File: config.mk
export PLATFORM = sky130hd
export DESIGN_NAME = mode_controller_flat
export DESIGN_NICKNAME = d
export VERILOG_FILES = /design/src/rtl/mode_controller_if.sv /design/src/rtl/mode_controller.sv /design/src/flat_wrapper.sv
export SDC_FILE = /design/constraint.sdc
export NUM_CORES = 1
export LEC_CHECK = 0
export BUFFER_PORTS_ARGS = -buffer_cell sky130_fd_sc_hd__buf_2
export CAP_MARGIN = 0
export CORE_MARGIN = 1
export CORE_UTILIZATION = 44
export DETAILED_ROUTE_END_ITERATION = 8
export PLACE_DENSITY = 0.79
export SLEW_MARGIN = 10
export SYNTH_ARGS = -nofsm -noshare
export SYNTH_HDL_FRONTEND = slang
export SYNTH_SLANG_ARGS = --single-unit
export TNS_END_PERCENT = 1
File: constraint.sdc
create_clock -name i_clk -period 1.51 [get_ports i_clk]
set_input_delay 0.151 -clock i_clk [delete_from_list [all_inputs] [get_ports i_clk]]
set_output_delay 0.151 -clock i_clk [all_outputs]
set_load 0.1 [all_outputs]
File: src/rtl/mode_controller_if.sv
// Control/status bundle between the front-panel mode controller and its
// sample engine. The controller uses the slave modport; stimulus uses master.
interface mode_controller_if #(
  parameter int NUM_CH = 8,
  parameter int ADDR_W = 23
);
  logic [3:0]        i_btn;
  logic [NUM_CH-1:0] i_sel_src;
  logic [NUM_CH-1:0] i_sel_dst;
  logic [NUM_CH-1:0] i_loop;
  logic [1:0]        i_speed;
  logic              i_op_done;

  logic [1:0]        o_mode;
  logic              o_busy;
  logic              o_start;
  logic              o_stop;
  logic [ADDR_W-1:0] o_src_addr;
  logic [ADDR_W-1:0] o_dst_addr;
  logic              o_dst_en;
  logic [NUM_CH-1:0] o_mix_mask;
  logic [NUM_CH-1:0] o_loop_mask;
  logic [1:0]        o_speed;
  logic              o_err;
  logic              o_timeout;

  modport master (
    output i_btn, i_sel_src, i_sel_dst, i_loop, i_speed, i_op_done,
    input  o_mode, o_busy, o_start, o_stop, o_src_addr, o_dst_addr, o_dst_en,
           o_mix_mask, o_loop_mask, o_speed, o_err, o_timeout
  );

  modport slave (
    input  i_btn, i_sel_src, i_sel_dst, i_loop, i_speed, i_op_done,
    output o_mode, o_busy, o_start, o_stop, o_src_addr, o_dst_addr, o_dst_en,
           o_mix_mask, o_loop_mask, o_speed, o_err, o_timeout
  );
endinterface

File: src/rtl/mode_controller.sv
// Button-driven REC/PLAY/MIX sequencer: IDLE -> ARM -> RUN -> DRAIN -> IDLE.
// Define MODE_CTRL_WDT_EN to enable the DRAIN watchdog (o_timeout).
module mode_controller #(
  parameter int NUM_CH     = 8,
  parameter int CHUNK_LOG2 = 20,
  parameter int ADDR_W     = 23,
  parameter int WDT_CYCLES = 1024
) (
  input logic          i_clk,
  input logic          i_rst_n,
  mode_controller_if.slave bus
);

  typedef enum logic [1:0] {S_IDLE, S_ARM, S_RUN, S_DRAIN} state_t;

  localparam logic [1:0] M_IDLE = 2'd0;
  localparam logic [1:0] M_REC  = 2'd1;
  localparam logic [1:0] M_PLAY = 2'd2;
  localparam logic [1:0] M_MIX  = 2'd3;

  state_t            state_q, state_d;
  logic [3:0]        btn_prev_q, btn_prev_d;
  logic [1:0]        mode_q, mode_d;
  logic              busy_q, busy_d;
  logic              start_q, start_d;
  logic              stop_q, stop_d;
  logic [ADDR_W-1:0] src_addr_q, src_addr_d;
  logic [ADDR_W-1:0] dst_addr_q, dst_addr_d;
  logic              dst_en_q, dst_en_d;
  logic [NUM_CH-1:0] mix_mask_q, mix_mask_d;
  logic [NUM_CH-1:0] loop_mask_q, loop_mask_d;
  logic [1:0]        speed_q, speed_d;
  logic              err_q, err_d;
  logic              timeout_q, timeout_d;

  logic [3:0]        btn_edge;
  logic [1:0]        req_mode;
  logic              sel_ok;
  logic              clear;

`ifdef MODE_CTRL_WDT_EN
  localparam int WDT_W = (WDT_CYCLES > 1) ? $clog2(WDT_CYCLES) : 1;
  localparam logic [WDT_W-1:0] WDT_LAST = WDT_W'(WDT_CYCLES - 1);
  logic [WDT_W-1:0]  wdt_cnt_q, wdt_cnt_d;
`endif

  function automatic logic [ADDR_W-1:0] chunk_addr(input logic [NUM_CH-1:0] oh);
    logic [ADDR_W-1:0] a;
    a = '0;
    for (int i = 0; i < NUM_CH; i++) begin
      if (oh[i]) a = ADDR_W'(i) << CHUNK_LOG2;
    end
    return a;
  endfunction

  // Previous-sample register starts at all-ones so held buttons are not events.
  assign btn_edge = bus.i_btn & ~btn_prev_q;

  always_comb begin
    state_d     = state_q;
    btn_prev_d  = bus.i_btn;
    mode_d      = mode_q;
    start_d     = 1'b0;
    stop_d      = 1'b0;
    src_addr_d  = src_addr_q;
    dst_addr_d  = dst_addr_q;
    dst_en_d    = dst_en_q;
    mix_mask_d  = mix_mask_q;
    loop_mask_d = loop_mask_q;
    speed_d     = speed_q;
    err_d       = 1'b0;
    timeout_d   = 1'b0;
    clear       = 1'b0;
    req_mode    = M_IDLE;
    sel_ok      = 1'b0;
`ifdef MODE_CTRL_WDT_EN
    wdt_cnt_d   = '0;
`endif

    case (state_q)
      S_IDLE: begin
        if (btn_edge[3])      req_mode = M_REC;
        else if (btn_edge[2]) req_mode = M_PLAY;
        else if (btn_edge[1]) req_mode = M_MIX;

        sel_ok = ((req_mode == M_MIX) ? (|bus.i_sel_src) : $onehot(bus.i_sel_src)) &&
                 ((bus.i_sel_dst == '0) || $onehot(bus.i_sel_dst));

        if (req_mode != M_IDLE) begin
          if (sel_ok) begin
            state_d     = S_ARM;
            start_d     = 1'b1;
            mode_d      = req_mode;
            src_addr_d  = (req_mode == M_MIX) ? '0 : chunk_addr(bus.i_sel_src);
            dst_addr_d  = (req_mode == M_REC) ? '0 : chunk_addr(bus.i_sel_dst);
            dst_en_d    = (req_mode != M_REC) && (bus.i_sel_dst != '0);
            speed_d     = (req_mode == M_PLAY) ? bus.i_speed : 2'd0;
            mix_mask_d  = (req_mode == M_MIX) ? bus.i_sel_src : '0;
            loop_mask_d = (req_mode == M_MIX) ? bus.i_loop : '0;
          end else begin
            err_d = 1'b1;
          end
        end
      end
      S_ARM: begin
        if (bus.i_op_done) clear = 1'b1;
        else               state_d = S_RUN;
      end
      S_RUN: begin
        // Completion wins over a coincident STOP: no o_stop pulse then.
        if (bus.i_op_done) begin
          clear = 1'b1;
        end else if (btn_edge[0]) begin
          stop_d  = 1'b1;
          state_d = S_DRAIN;
        end
      end
      S_DRAIN: begin
        if (bus.i_op_done) begin
          clear = 1'b1;
        end else begin
`ifdef MODE_CTRL_WDT_EN
          if (wdt_cnt_q == WDT_LAST) begin
            clear     = 1'b1;
            timeout_d = 1'b1;
          end else begin
            wdt_cnt_d = wdt_cnt_q + 1'b1;
          end
`endif
        end
      end
      default: clear = 1'b1;
    endcase

    if (clear) begin
      state_d     = S_IDLE;
      mode_d      = M_IDLE;
      src_addr_d  = '0;
      dst_addr_d  = '0;
      dst_en_d    = 1'b0;
      mix_mask_d  = '0;
      loop_mask_d = '0;
      speed_d     = 2'd0;
    end

    busy_d = (state_d != S_IDLE);
  end

  always_ff @(posedge i_clk or negedge i_rst_n) begin
    if (!i_rst_n) begin
      state_q     <= S_IDLE;
      btn_prev_q  <= 4'b1111;
      mode_q      <= M_IDLE;
      busy_q      <= 1'b0;
      start_q     <= 1'b0;
      stop_q      <= 1'b0;
      src_addr_q  <= '0;
      dst_addr_q  <= '0;
      dst_en_q    <= 1'b0;
      mix_mask_q  <= '0;
      loop_mask_q <= '0;
      speed_q     <= 2'd0;
      err_q       <= 1'b0;
      timeout_q   <= 1'b0;
`ifdef MODE_CTRL_WDT_EN
      wdt_cnt_q   <= '0;
`endif
    end else begin
      state_q     <= state_d;
      btn_prev_q  <= btn_prev_d;
      mode_q      <= mode_d;
      busy_q      <= busy_d;
      start_q     <= start_d;
      stop_q      <= stop_d;
      src_addr_q  <= src_addr_d;
      dst_addr_q  <= dst_addr_d;
      dst_en_q    <= dst_en_d;
      mix_mask_q  <= mix_mask_d;
      loop_mask_q <= loop_mask_d;
      speed_q     <= speed_d;
      err_q       <= err_d;
      timeout_q   <= timeout_d;
`ifdef MODE_CTRL_WDT_EN
      wdt_cnt_q   <= wdt_cnt_d;
`endif
    end
  end

  assign bus.o_mode      = mode_q;
  assign bus.o_busy      = busy_q;
  assign bus.o_start     = start_q;
  assign bus.o_stop      = stop_q;
  assign bus.o_src_addr  = src_addr_q;
  assign bus.o_dst_addr  = dst_addr_q;
  assign bus.o_dst_en    = dst_en_q;
  assign bus.o_mix_mask  = mix_mask_q;
  assign bus.o_loop_mask = loop_mask_q;
  assign bus.o_speed     = speed_q;
  assign bus.o_err       = err_q;
  assign bus.o_timeout   = timeout_q;

endmodule

File: src/flat_wrapper.sv
// flat-port wrapper written by rule: the top's interface ports become plain ports
module mode_controller_flat 
#(
  parameter int NUM_CH     = 8,
  parameter int CHUNK_LOG2 = 20,
  parameter int ADDR_W     = 23,
  parameter int WDT_CYCLES = 1024
)
  (i_clk, i_rst_n, bus_i_btn, bus_i_sel_src, bus_i_sel_dst, bus_i_loop, bus_i_speed, bus_i_op_done, bus_o_mode, bus_o_busy, bus_o_start, bus_o_stop, bus_o_src_addr, bus_o_dst_addr, bus_o_dst_en, bus_o_mix_mask, bus_o_loop_mask, bus_o_speed, bus_o_err, bus_o_timeout);
  mode_controller_if #(.NUM_CH(NUM_CH), .ADDR_W(ADDR_W)) bus_i ();
  input logic i_clk;
  input logic i_rst_n;
  input wire logic [$bits(bus_i.i_btn)-1:0] bus_i_btn;
  input wire logic [$bits(bus_i.i_sel_src)-1:0] bus_i_sel_src;
  input wire logic [$bits(bus_i.i_sel_dst)-1:0] bus_i_sel_dst;
  input wire logic [$bits(bus_i.i_loop)-1:0] bus_i_loop;
  input wire logic [$bits(bus_i.i_speed)-1:0] bus_i_speed;
  input wire logic [$bits(bus_i.i_op_done)-1:0] bus_i_op_done;
  output wire logic [$bits(bus_i.o_mode)-1:0] bus_o_mode;
  output wire logic [$bits(bus_i.o_busy)-1:0] bus_o_busy;
  output wire logic [$bits(bus_i.o_start)-1:0] bus_o_start;
  output wire logic [$bits(bus_i.o_stop)-1:0] bus_o_stop;
  output wire logic [$bits(bus_i.o_src_addr)-1:0] bus_o_src_addr;
  output wire logic [$bits(bus_i.o_dst_addr)-1:0] bus_o_dst_addr;
  output wire logic [$bits(bus_i.o_dst_en)-1:0] bus_o_dst_en;
  output wire logic [$bits(bus_i.o_mix_mask)-1:0] bus_o_mix_mask;
  output wire logic [$bits(bus_i.o_loop_mask)-1:0] bus_o_loop_mask;
  output wire logic [$bits(bus_i.o_speed)-1:0] bus_o_speed;
  output wire logic [$bits(bus_i.o_err)-1:0] bus_o_err;
  output wire logic [$bits(bus_i.o_timeout)-1:0] bus_o_timeout;
  assign bus_i.i_btn = bus_i_btn;
  assign bus_i.i_sel_src = bus_i_sel_src;
  assign bus_i.i_sel_dst = bus_i_sel_dst;
  assign bus_i.i_loop = bus_i_loop;
  assign bus_i.i_speed = bus_i_speed;
  assign bus_i.i_op_done = bus_i_op_done;
  assign bus_o_mode = bus_i.o_mode;
  assign bus_o_busy = bus_i.o_busy;
  assign bus_o_start = bus_i.o_start;
  assign bus_o_stop = bus_i.o_stop;
  assign bus_o_src_addr = bus_i.o_src_addr;
  assign bus_o_dst_addr = bus_i.o_dst_addr;
  assign bus_o_dst_en = bus_i.o_dst_en;
  assign bus_o_mix_mask = bus_i.o_mix_mask;
  assign bus_o_loop_mask = bus_i.o_loop_mask;
  assign bus_o_speed = bus_i.o_speed;
  assign bus_o_err = bus_i.o_err;
  assign bus_o_timeout = bus_i.o_timeout;
  mode_controller #(.NUM_CH(NUM_CH), .CHUNK_LOG2(CHUNK_LOG2), .ADDR_W(ADDR_W), .WDT_CYCLES(WDT_CYCLES)) u_core (.i_clk(i_clk), .i_rst_n(i_rst_n), .bus(bus_i));
endmodule
==> results of run 1 <==
-- synth_stat cells --
master    number
fa_1           8
a221oi_2       1
nand4_1        2
o21ai_1        1
o31ai_1        2
nor2_1         5
nand2_1       46
buf_6          4
o31ai_2        1
dfstp_2        4
a21oi_1        5
nor3_2         1
o21a_1         1
nor2b_1        5
clkbuf_1       3
inv_2          1
o211ai_1       2
nand4b_4       1
a21o_1         2
inv_1         34
a211o_1        1
dfrtp_1       33
nor4_1         1
nor4b_2        1
ha_1          22
conb_1         1
or3_1          1
buf_4         41
a31o_2         3
nor3_1         1
mux2i_1       26
nand3_1        3
o21ai_0        1
o41a_1         1
nand2b_1       2
-- through the flow --
step	hold slack (ns)	utilization, %	instance area (um^2)	setup TNS, ns	instances
6_report	0.08744	62.72	3517	-48.71	451
5_1_grt	0.07518	62.72	3517	-51.59	451
4_1_cts	0.07612	62.45	3502	-47.53	451
3_5_place_dp	0.2283	56.96	3194	-61.53	436
3_3_place_gp	0.2163	56.96	3194	-59.17	436
2_1_floorplan	-0.1446	-	2825	-51.30	307
-- sequential cells by signal, indices dropped and copies added (netlist names), 2 cells and up --
| register | flops |
|---|---|
| u_core.bus.o_mode | 2 |
| u_core.bus.o_speed | 2 |
| u_core.bus.o_mix_mask | 8 |
| u_core.bus.o_loop_mask | 8 |
| u_core.bus.o_src_addr | 3 |
| u_core.btn_prev_q | 4 |
| u_core.state_q | 2 |
| u_core.bus.o_dst_addr | 3 |
-- per-layer routing --
metal	routed length [um]	GRT usage [%]	up-vias
li1	-	-	992
met1	2386	24.67	1005
met2	2954	32.93	69
met3	251	3.563	11
met4	140	8.727	0
met5	0	0	-
-- critical path, stage by stage --
cell      delay [ns]
buf_6           0.11
ha_4            0.15
fa_1            0.53
inv_1           0.05
fa_1            0.47
inv_1           0.04
ha_2            0.17
fa_1            0.49
nor4b_4         0.28
o31ai_2         0.13
a211o_4         0.41
buf_6           0.14
a221oi_2        0.22
-- area by class of cell --
class / instances / area [um^2] / share of cell area (%)
Multi-Input combinational cell: 187 / 1469 / 41.76
Sequential cell: 37 / 930.9 / 26.47
Timing Repair Buffer: 112 / 795.8 / 22.63
Inverter: 35 / 141.4 / 4.020
Clock buffer: 8 / 90.09 / 2.561
Tap cell: 72 / 90.09 / 2.561
-- what timing repair did --
item,4_1_cts,5_1_grt
pin swaps,13,2
hold buffers,4,0
setup buffers,2,0
endpoints found under the setup margin,31,31
gates resized for setup,34,4
hold endpoints to repair,36,0
gates cloned,1,0
-- report_power, final --
group,switching (W),total (W),internal [W]
registers,0.000128,0.00135,0.00122
logic,0.00266,0.00332,0.000664
clock network,0.000338,0.000710,0.000372
-- path summary, 6_finish.rpt --
path | startpoint | endpoint | slack, ns | depth (start not counted)
min reg2reg | u_core.bus.o_speed[0]$_DFFE_PN0P_ | u_core.bus.o_speed[0]$_DFFE_PN0P_ | 0.53 | 2
min in group asynchronous | i_rst_n | u_core.bus.o_loop_mask[7]$_DFFE_PN0P_ | 0.44 | 3
max in group asynchronous | i_rst_n | u_core.btn_prev_q[2]$_DFF_PN1_ | 0.71 | 3
max reg2reg | u_core.btn_prev_q[2]$_DFF_PN1_ | u_core.bus.o_mode[0]$_DFFE_PN0P_ | -0.17 | 5
max | bus_i_sel_src[1] | u_core.bus.o_mode[0]$_DFFE_PN0P_ | -1.64 | 13
min | bus_i_btn[3] | u_core.btn_prev_q[3]$_DFF_PN1_ | 0.09 | 2
-- logic make-up after synthesis --
logic type	count (synthesis)
fa+ha+maj	30
simple gates	69
mux	26
other cells	1
buf+inv	83
compound gates	21
flops	37
-- cells in the final DEF (no fill, tap or decap), drive strengths merged, types with 4 or more instances in the layout --
master       synthesis  routed
nor2b                5       5
conb                 1      41
inv                 35      35
nand2               46      46
mux2i               26      26
fa                   8       8
ha                  22      22
a21oi                5       5
clkbuf               3       8
nor2                 5       5
buf                 45     108
dlygate4sd3          0       4
dfstp                4       4
dfrtp               33      33
==> results.py, run 1 <==
metrics = {
    "synth": {
        "synthXorXnorAreaFrac_pct": 0,
        "ys_types": 35,
        "ys_ff_latch": 37,
        "synth_area_um2": 2616,
        "synth_top_family_by_area": "buffers and inverters",
        "synth_warnings": 0,
        "yosysTopAreaCell": "dfrtp_1",
        "synth_top_area_share_pct": 31.56,
        "syn_avg_cell_area_um2": 9.799,
        "syn_inst": 267,
        "seq_area_frac_synth_pct": 35.58,
        "synth-simple-area-share_pct": 12.58,
        "synthMuxAreaShare_pct": 9.947,
        "synth-compound-area-share_pct": 6.169,
        "yosys-top-cells-area": "dfrtp_1 32%, buf_4 12%, ha_1 11%",
        "synth_fa_ha_area_share_pct": 16.64,
    },
    "route": {
        "vias": 2077,
        "drt-total-wl_um": 5732,
        "drt-wirelength-per-cell_um": 12.71,
        "drtIter0Drc": 107,
        "first_pass_iters": 4,
        "drtAntennaViolNets": 0,
        "vias_per_cell": 4.605,
        "drc": 0,
    },
    "placement": {
        "gp_congestion": 0.8084,
        "post-dp-hpwl_um": 4473,
        "io_buffers": 63,
        "dp_slack_ns": -2.046,
    },
    "global_routing": {
        "grt_antenna_before_repair": 0,
        "grt_max_degree": 38,
        "grt_pass1_vias": 2058,
        "grt_use_total_pct": 19.66,
        "grt_pass1_wl_um": 9404,
        "grt_overflow_total": 0,
    },
    "min_path": {
        "hp-class": "in -> reg",
    },
    "worst_setup_path": {
        "path_max_fanout": 5,
        "end_kind": "flop",
        "crit_path_start_kind": "input port",
        "worstPathArrival_ns": 3.35,
        "worstSetupPathType": "in -> reg",
        "worstPathRequired_ns": 1.71,
    },
    "power_and_ir_drop": {
        "powerDensity_nw_per_um2": 1530,
        "p_total_w": 0.005381,
        "ir_drop_v": 0.001086,
        "leakagePower_nw": 2.012,
    },
    "clocking": {
        "clk-insertion-delay-late_ns": 0.29,
        "clock_sinks": 37,
        "cts_buffer_depth": 2,
        "htree_levels": 2,
        "clockRootBuffer": "clkbuf_8",
        "cts_made_buffers": 5,
        "clk_pin_slew_ns": 0.07,
        "cts_tree": "done",
    },
    "die": {
        "fp-row-count": 27,
        "pin_count": 105,
        "dieWidth_um": 79.11,
        "initial_core_util_pct": 46.65,
        "die_area_um2": 6258,
        "die-height_um": 79.11,
        "core_um2": 5608,
    },
    "sta": {
        "min_period_over_period_pct": 208.5,
        "skew_ns": 0.007703,
        "final-setup-viol-count": 31,
        "rsz0062_at_grt": "true",
        "final_hold_viol_count": 0,
        "max_freq_mhz": 317.7,
        "fin_crit_ns": 3.148,
        "setup_slack_ns": -1.638,
        "maxSlewViolCount": 0,
    },
    "finish": {
        "area_growth_pct": 34.43,
        "fill_cells": 473,
        "layout-drive-gt1-share_pct": 39.58,
        "nets": 441,
        "n_antenna_cell": 0,
    },
    "status": {
        "violations": "setup timing",
        "status": "complete, but fails checks",
    },
    "job": {
        "cap_violations": 0,
    },
}
(Power assumes the default switching activity.)
==> run 2, diff against run 1 <==
- SETUP_SLACK_MARGIN: unset -> 0.5
- SKIP_CTS_REPAIR_TIMING: unset -> 1
==> run 2 against run 1 <==
Compared with the run above: the run ends with hold timing, setup timing left; wire length increased by 16%; sequential cell count unchanged; register-to-register slack got worse by 0.05 ns; sequential power increased by 10%; setup slack got worse by 0.0025 ns; non-clock buffer count decreased by 3; clock power about the same; fmax about the same; cell count decreased by 0.67%; total power increased by 16%; via count increased by 3.7%; critical path depth unchanged.
==> results.py, run 2 (same netlist as run 1, synthesis figures left out) <==
metrics = {
    "worst_setup_path": {
        "critPathSlowestCell": "fa_1",
        "path_max_fanout": 8,
        "path_cells": "buf_2 > inv_2 > ha_4 > inv_2 > fa_2 > fa_1 > inv_1 > ha_2 > fa_1 > o41a_1 > a211o_4 > buf_12 > mux2i_1",
        "end_kind": "flop",
        "r2r-start": "u_core.btn_prev_q[2]$_DFF_PN1_",
        "reg2reg_setup_slack_ns": -0.22,
        "worst_r2r_endpoint": "u_core.bus.o_mix_mask[0]$_DFFE_PN0P_",
        "worstPathArrival_ns": 3.34,
        "critical-path-max-stage-delay_ns": 0.52,
        "ff2ff_path_depth": 5,
        "worstPathRequired_ns": 1.70,
        "worstSetupPathType": "in -> reg",
        "crit_path_start_kind": "input port",
    },
    "route": {
        "drtAntennaViolNets": 0,
        "first_pass_iters": 4,
        "drtIter0Drc": 109,
        "drt-total-wl_um": 6660,
        "drc": 0,
        "vias": 2153,
        "drt-wirelength-per-cell_um": 14.87,
        "vias_per_cell": 4.806,
    },
    "finish": {
        "final_common_cell": "nand2_1",
        "layout_common_cells": "46 x nand2_1, 41 x conb_1, 41 x buf_4",
        "fill_cells": 388,
        "seqCellArea_um2": 930.9,
        "multi_input_area_um2": 1488,
        "nets": 438,
        "area_growth_pct": 52.13,
        "layout-drive-gt1-share_pct": 41.49,
        "n_antenna_cell": 0,
    },
    "sta": {
        "skew_ns": 0.009029,
        "fin_crit_ns": 3.150,
        "setup_slack_ns": -1.640,
        "maxSlewViolCount": 0,
        "rsz0062_at_grt": "true",
        "min_period_over_period_pct": 208.6,
        "setup_tns_ns": -48.58,
        "final-setup-viol-count": 31,
        "max_freq_mhz": 317.4,
        "final_hold_viol_count": 1,
        "hold_slack_ns": -0.02192,
    },
    "placement": {
        "post-dp-hpwl_um": 4473,
        "dp_slack_ns": -2.046,
        "io_buffers": 63,
        "gp_congestion": 0.8084,
    },
    "power_and_ir_drop": {
        "p_int_w": 0.002933,
        "leakagePower_nw": 2.091,
        "power_frac_seq_pct": 24.0,
        "powerDensity_nw_per_um2": 1566,
        "ir_drop_v": 0.0009797,
        "clkPwrFrac_pct": 11.4,
        "p_sw_share_pct": 52.94,
        "power_switching_w": 0.003300,
        "combPwrFrac_pct": 64.7,
    },
    "global_routing": {
        "grt_overflow_total": 0,
        "use_met3_pct": 3.448,
        "grt_antenna_before_repair": 0,
        "grt_pass1_wl_um": 9039,
        "use_met1_pct": 23.71,
        "top_usage_layer": "met2",
        "met2_usage_pct": 32.50,
        "grt_use_total_pct": 18.97,
        "grt_max_degree": 38,
        "grt_pass1_vias": 1992,
    },
    "min_path": {
        "hp-class": "in -> reg",
        "hold_path_depth": 1,
        "holdPathEnd": "u_core.btn_prev_q[2]$_DFF_PN1_",
        "min-delay-start": "bus_i_btn[2]",
    },
    "clocking": {
        "cts_buffer_depth": 2,
        "clock_sinks": 37,
        "clk-insertion-delay-late_ns": 0.28,
        "htree_levels": 2,
        "clk_pin_slew_ns": 0.08,
        "clockRootBuffer": "clkbuf_8",
        "cts_tree": "done",
        "cts_made_buffers": 5,
    },
    "status": {
        "violations": "hold timing, setup timing",
        "status": "complete, but fails checks",
    },
    "job": {
        "cap_violations": 0,
    },
    "die": {
        "die-height_um": 79.11,
        "core_um2": 5608,
        "fp-row-count": 27,
        "die_area_um2": 6258,
        "initial_core_util_pct": 46.65,
        "dieWidth_um": 79.11,
        "pin_count": 105,
    },
}
==> run 2: cell count changes in the layout (fill, tap and decap cells not counted), moves of 2 or more <==
| cell | delta |
|---|---|
| buf_12 | +31 |
| buf_2 | -31 |
| inv_1 | -6 |
| inv_2 | +6 |
| buf_8 | +2 |
| buf_6 | -3 |
==> run 2: worst max-delay path by stage <==
stage / from / end / slack, ns
2_1_floorplan: bus_i_sel_src[4] / u_core.bus.o_dst_addr[21]$_DFFE_PN0P_ / -1.71
3_3_place_gp: bus_i_sel_src[4] / u_core.bus.o_dst_addr[21]$_DFFE_PN0P_ / -1.95
3_5_place_dp: bus_i_sel_src[4] / u_core.bus.o_loop_mask[4]$_DFFE_PN0P_ / -2.05
4_1_cts: bus_i_sel_src[4] / u_core.bus.o_loop_mask[4]$_DFFE_PN0P_ / -1.74
5_1_grt: bus_i_sel_dst[4] / u_core.bus.o_mix_mask[0]$_DFFE_PN0P_ / -1.73
6_report: bus_i_sel_dst[1] / u_core.bus.o_mix_mask[0]$_DFFE_PN0P_ / -1.64
==> run 2: cell type report <==
class / count / area share, %
sequential: 37 / 23.39
inverter: 35 / 3.615
tap: 72 / 2.263
clock buffer: 8 / 2.263
timing repair buffer: 109 / 31.09
multi-input combinational: 187 / 37.38
==> run 2: critical path: cells and delay by family <==
family,cells,cell delay (ns)
adders and majority gates,5,1.79
AOI/OAI and AO/OA,2,0.78
buffers and inverters,5,0.42
muxes,1,0.19
==> run 2: layer usage <==
metal	part of all wire, %	wire length [um]
met4	2.5	169
met1	38	2550
met3	4.2	281
met2	55	3658
met5	0	0
==> run 2: power by group through the flow <==
stage	sequential, W	clock, W	combinational, W
2_1_floorplan	0.00295	0	0.00110
5_1_grt	0.00152	0.000780	0.00419
3_5_place_dp	0.00137	0	0.00320
6_report	0.00149	0.000708	0.00403
3_3_place_gp	0.00136	0	0.00315
4_1_cts	0.00135	0.000725	0.00320
==> run 2: per-stage QoR <==
step | hold slack [ns] | utilization (%) | instance area, um^2 | cells | power, W
after floorplan | -0.1446 | - | 2825 | 307 | 0.004045
after global placement | 0.2163 | 56.96 | 3194 | 436 | 0.004512
after detailed placement | 0.2283 | 56.96 | 3194 | 436 | 0.004565
after CTS | -0.08563 | 58.57 | 3284 | 444 | 0.005277
final | -0.02192 | 70.97 | 3980 | 448 | 0.006233
after global routing | -0.04772 | 70.97 | 3980 | 448 | 0.006488
==> run 3, diff against run 2 <==
- CORE_ASPECT_RATIO: unset -> 1.2
==> run 3 against run 2 <==
Compared with the run above: the run ends with setup timing left; critical path depth shrank 1; design area grew 0.88%; combinational power shrank 1%; first-iteration DRC count shrank 27%; sequential cell count is the same; cell count grew 2.2%; non-clock buffer count grew 2; largest cell class unchanged.
==> results.py, run 3 (same netlist as run 1, synthesis figures left out) <==
metrics = {
    "status": {
        "status": "complete, but fails checks",
        "violations": "setup timing",
    },
    "finish": {
        "n_antenna_cell": 0,
        "layout-drive-gt1-share_pct": 41.01,
        "final_common_cell": "nand2_1",
        "finalInstanceArea_um2": 4015,
        "nets": 440,
        "layout_common_cells": "46 x nand2_1, 43 x buf_4, 41 x conb_1",
        "fin_util_pct": 70.37,
        "final_cell_count_no_fill": 458,
        "area_growth_pct": 53.47,
    },
    "clocking": {
        "cts_tree": "done",
        "clk-insertion-delay-late_ns": 0.29,
        "cts_buffer_depth": 2,
        "cts_made_buffers": 5,
        "clk_pin_slew_ns": 0.07,
        "htree_levels": 2,
        "clockRootBuffer": "clkbuf_8",
        "clock_sinks": 37,
    },
    "route": {
        "first_pass_iters": 4,
        "drt-total-wl_um": 5993,
        "drtAntennaViolNets": 0,
        "drtIter0Drc": 80,
        "vias_per_cell": 4.515,
        "vias": 2068,
        "drt-wirelength-per-cell_um": 13.09,
        "drc": 0,
    },
    "min_path": {
        "holdPathEnd": "u_core.btn_prev_q[3]$_DFF_PN1_",
        "min-delay-start": "bus_i_btn[3]",
        "hold_path_depth": 2,
        "hp-class": "in -> reg",
    },
    "global_routing": {
        "grt_overflow_total": 0,
        "grt_use_total_pct": 17.44,
        "grt_pass1_vias": 1969,
        "grt_antenna_before_repair": 0,
        "grt_max_degree": 38,
        "grt_pass1_wl_um": 8424,
    },
    "sta": {
        "rsz0062_at_grt": "true",
        "maxSlewViolCount": 0,
        "skew_ns": 0.005579,
        "final-setup-viol-count": 31,
        "fin_crit_ns": 3.168,
        "max_freq_mhz": 315.7,
        "min_period_over_period_pct": 209.8,
        "setup_slack_ns": -1.658,
        "hold_slack_ns": 0.08942,
        "final_hold_viol_count": 0,
    },
    "die": {
        "dieWidth_um": 72.39,
        "die-height_um": 86.47,
        "initial_core_util_pct": 45.86,
        "fp-row-count": 30,
        "core_um2": 5705,
        "die_area_um2": 6260,
        "pin_count": 105,
    },
    "worst_setup_path": {
        "critical-path-max-stage-delay_ns": 0.55,
        "critPathSlowestCell": "fa_1",
        "worstPathRequired_ns": 1.71,
        "path_max_fanout": 7,
        "r2r-start": "u_core.btn_prev_q[2]$_DFF_PN1_",
        "worstSetupPathType": "in -> reg",
        "worstPathArrival_ns": 3.37,
        "ff2ff_path_depth": 5,
        "crit_path_frequent_cell": "fa_1",
        "reg2reg_setup_slack_ns": -0.29,
        "path_cells": "buf_8 > ha_4 > fa_1 > inv_2 > fa_1 > inv_1 > ha_2 > fa_1 > o41a_1 > a211o_4 > clkbuf_16 > mux2i_1",
        "end_kind": "flop",
        "worst_r2r_endpoint": "u_core.bus.o_loop_mask[4]$_DFFE_PN0P_",
        "crit_path_start_kind": "input port",
    },
    "power_and_ir_drop": {
        "p_total_w": 0.006332,
        "leakagePower_nw": 2.117,
        "clkPwrFrac_pct": 13.8,
        "ir_drop_v": 0.0006892,
        "power_switching_w": 0.003253,
        "powerDensity_nw_per_um2": 1577,
        "combPwrFrac_pct": 62.7,
        "power_frac_seq_pct": 23.5,
        "p_sw_share_pct": 51.38,
        "p_int_w": 0.003078,
    },
    "placement": {
        "gp_congestion": 0.8009,
        "post-dp-hpwl_um": 4210,
        "io_buffers": 63,
        "dp.cells": 443,
        "post_dp_cell_area_um2": 3197,
    },
    "job": {
        "cap_violations": 0,
    },
}
==> run 3: cell types whose count changed in the layout (fill, tap and decap cells not counted), sizes merged <==
cell         before  now
bufinv            0    1
dlygate4sd3       3    4
==> run 3: area by class of cell <==
| type | instances | area (um^2) |
|---|---|---|
| Timing Repair Buffer | 111 | 1249 |
| Clock inverter | 1 | 30.03 |
| Multi-Input combinational cell | 187 | 1475 |
| Clock buffer | 7 | 86.33 |
| Tap cell | 80 | 100.1 |
| Fill cell | 426 | 1690 |
| Sequential cell | 37 | 930.9 |
| Inverter | 35 | 143.9 |
==> run 3: per-stage QoR <==
step	setup WS, ns	TNS (ns)
after floorplan	-1.708	-51.30
after global placement	-1.989	-60.40
after detailed placement	-1.996	-60.80
after CTS	-1.706	-51.75
after global routing	-1.716	-51.27
final	-1.658	-49.50
==> run 3: power by group through the flow <==
stage	combinational, W	sequential, W	clock, W
finish	0.00397	0.00149	0.000874
global route	0.00413	0.00152	0.000942
CTS	0.00320	0.00135	0.000891
detailed placement	0.00319	0.00137	0
global placement	0.00314	0.00136	0
floorplan	0.00110	0.00295	0
==> run 3: how the worst max path moves through the flow <==
| stage | startpoint | end | slack (ns) | depth (start not counted) |
|---|---|---|---|---|
| after floorplan | bus_i_sel_src[4] | u_core.bus.o_dst_addr[21]$_DFFE_PN0P_ | -1.71 | 13 |
| after global placement | bus_i_sel_src[4] | u_core.bus.o_dst_addr[21]$_DFFE_PN0P_ | -1.99 | 14 |
| after detailed placement | bus_i_sel_src[4] | u_core.bus.o_mix_mask[0]$_DFFE_PN0P_ | -2.00 | 14 |
| after CTS | bus_i_sel_src[4] | u_core.bus.o_src_addr[20]$_DFFE_PN0P_ | -1.71 | 14 |
| after global routing | bus_i_sel_src[1] | u_core.bus.o_mix_mask[4]$_DFFE_PN0P_ | -1.72 | 14 |
| final | bus_i_sel_dst[5] | u_core.bus.o_loop_mask[4]$_DFFE_PN0P_ | -1.66 | 12 |
==> run 3: critical path, delay by kind of cell <==
kind,cells,cell delay (ns)
fa+ha+maj,5,1.84
buf+inv,4,0.38
compound gates,2,0.82
mux,1,0.16
==> run 3: per-layer routing <==
metal	GRT usage, %	wire, um
met3	4.651	304
met4	4.991	76
met1	20.40	2204
met5	0	0
met2	31.10	3408
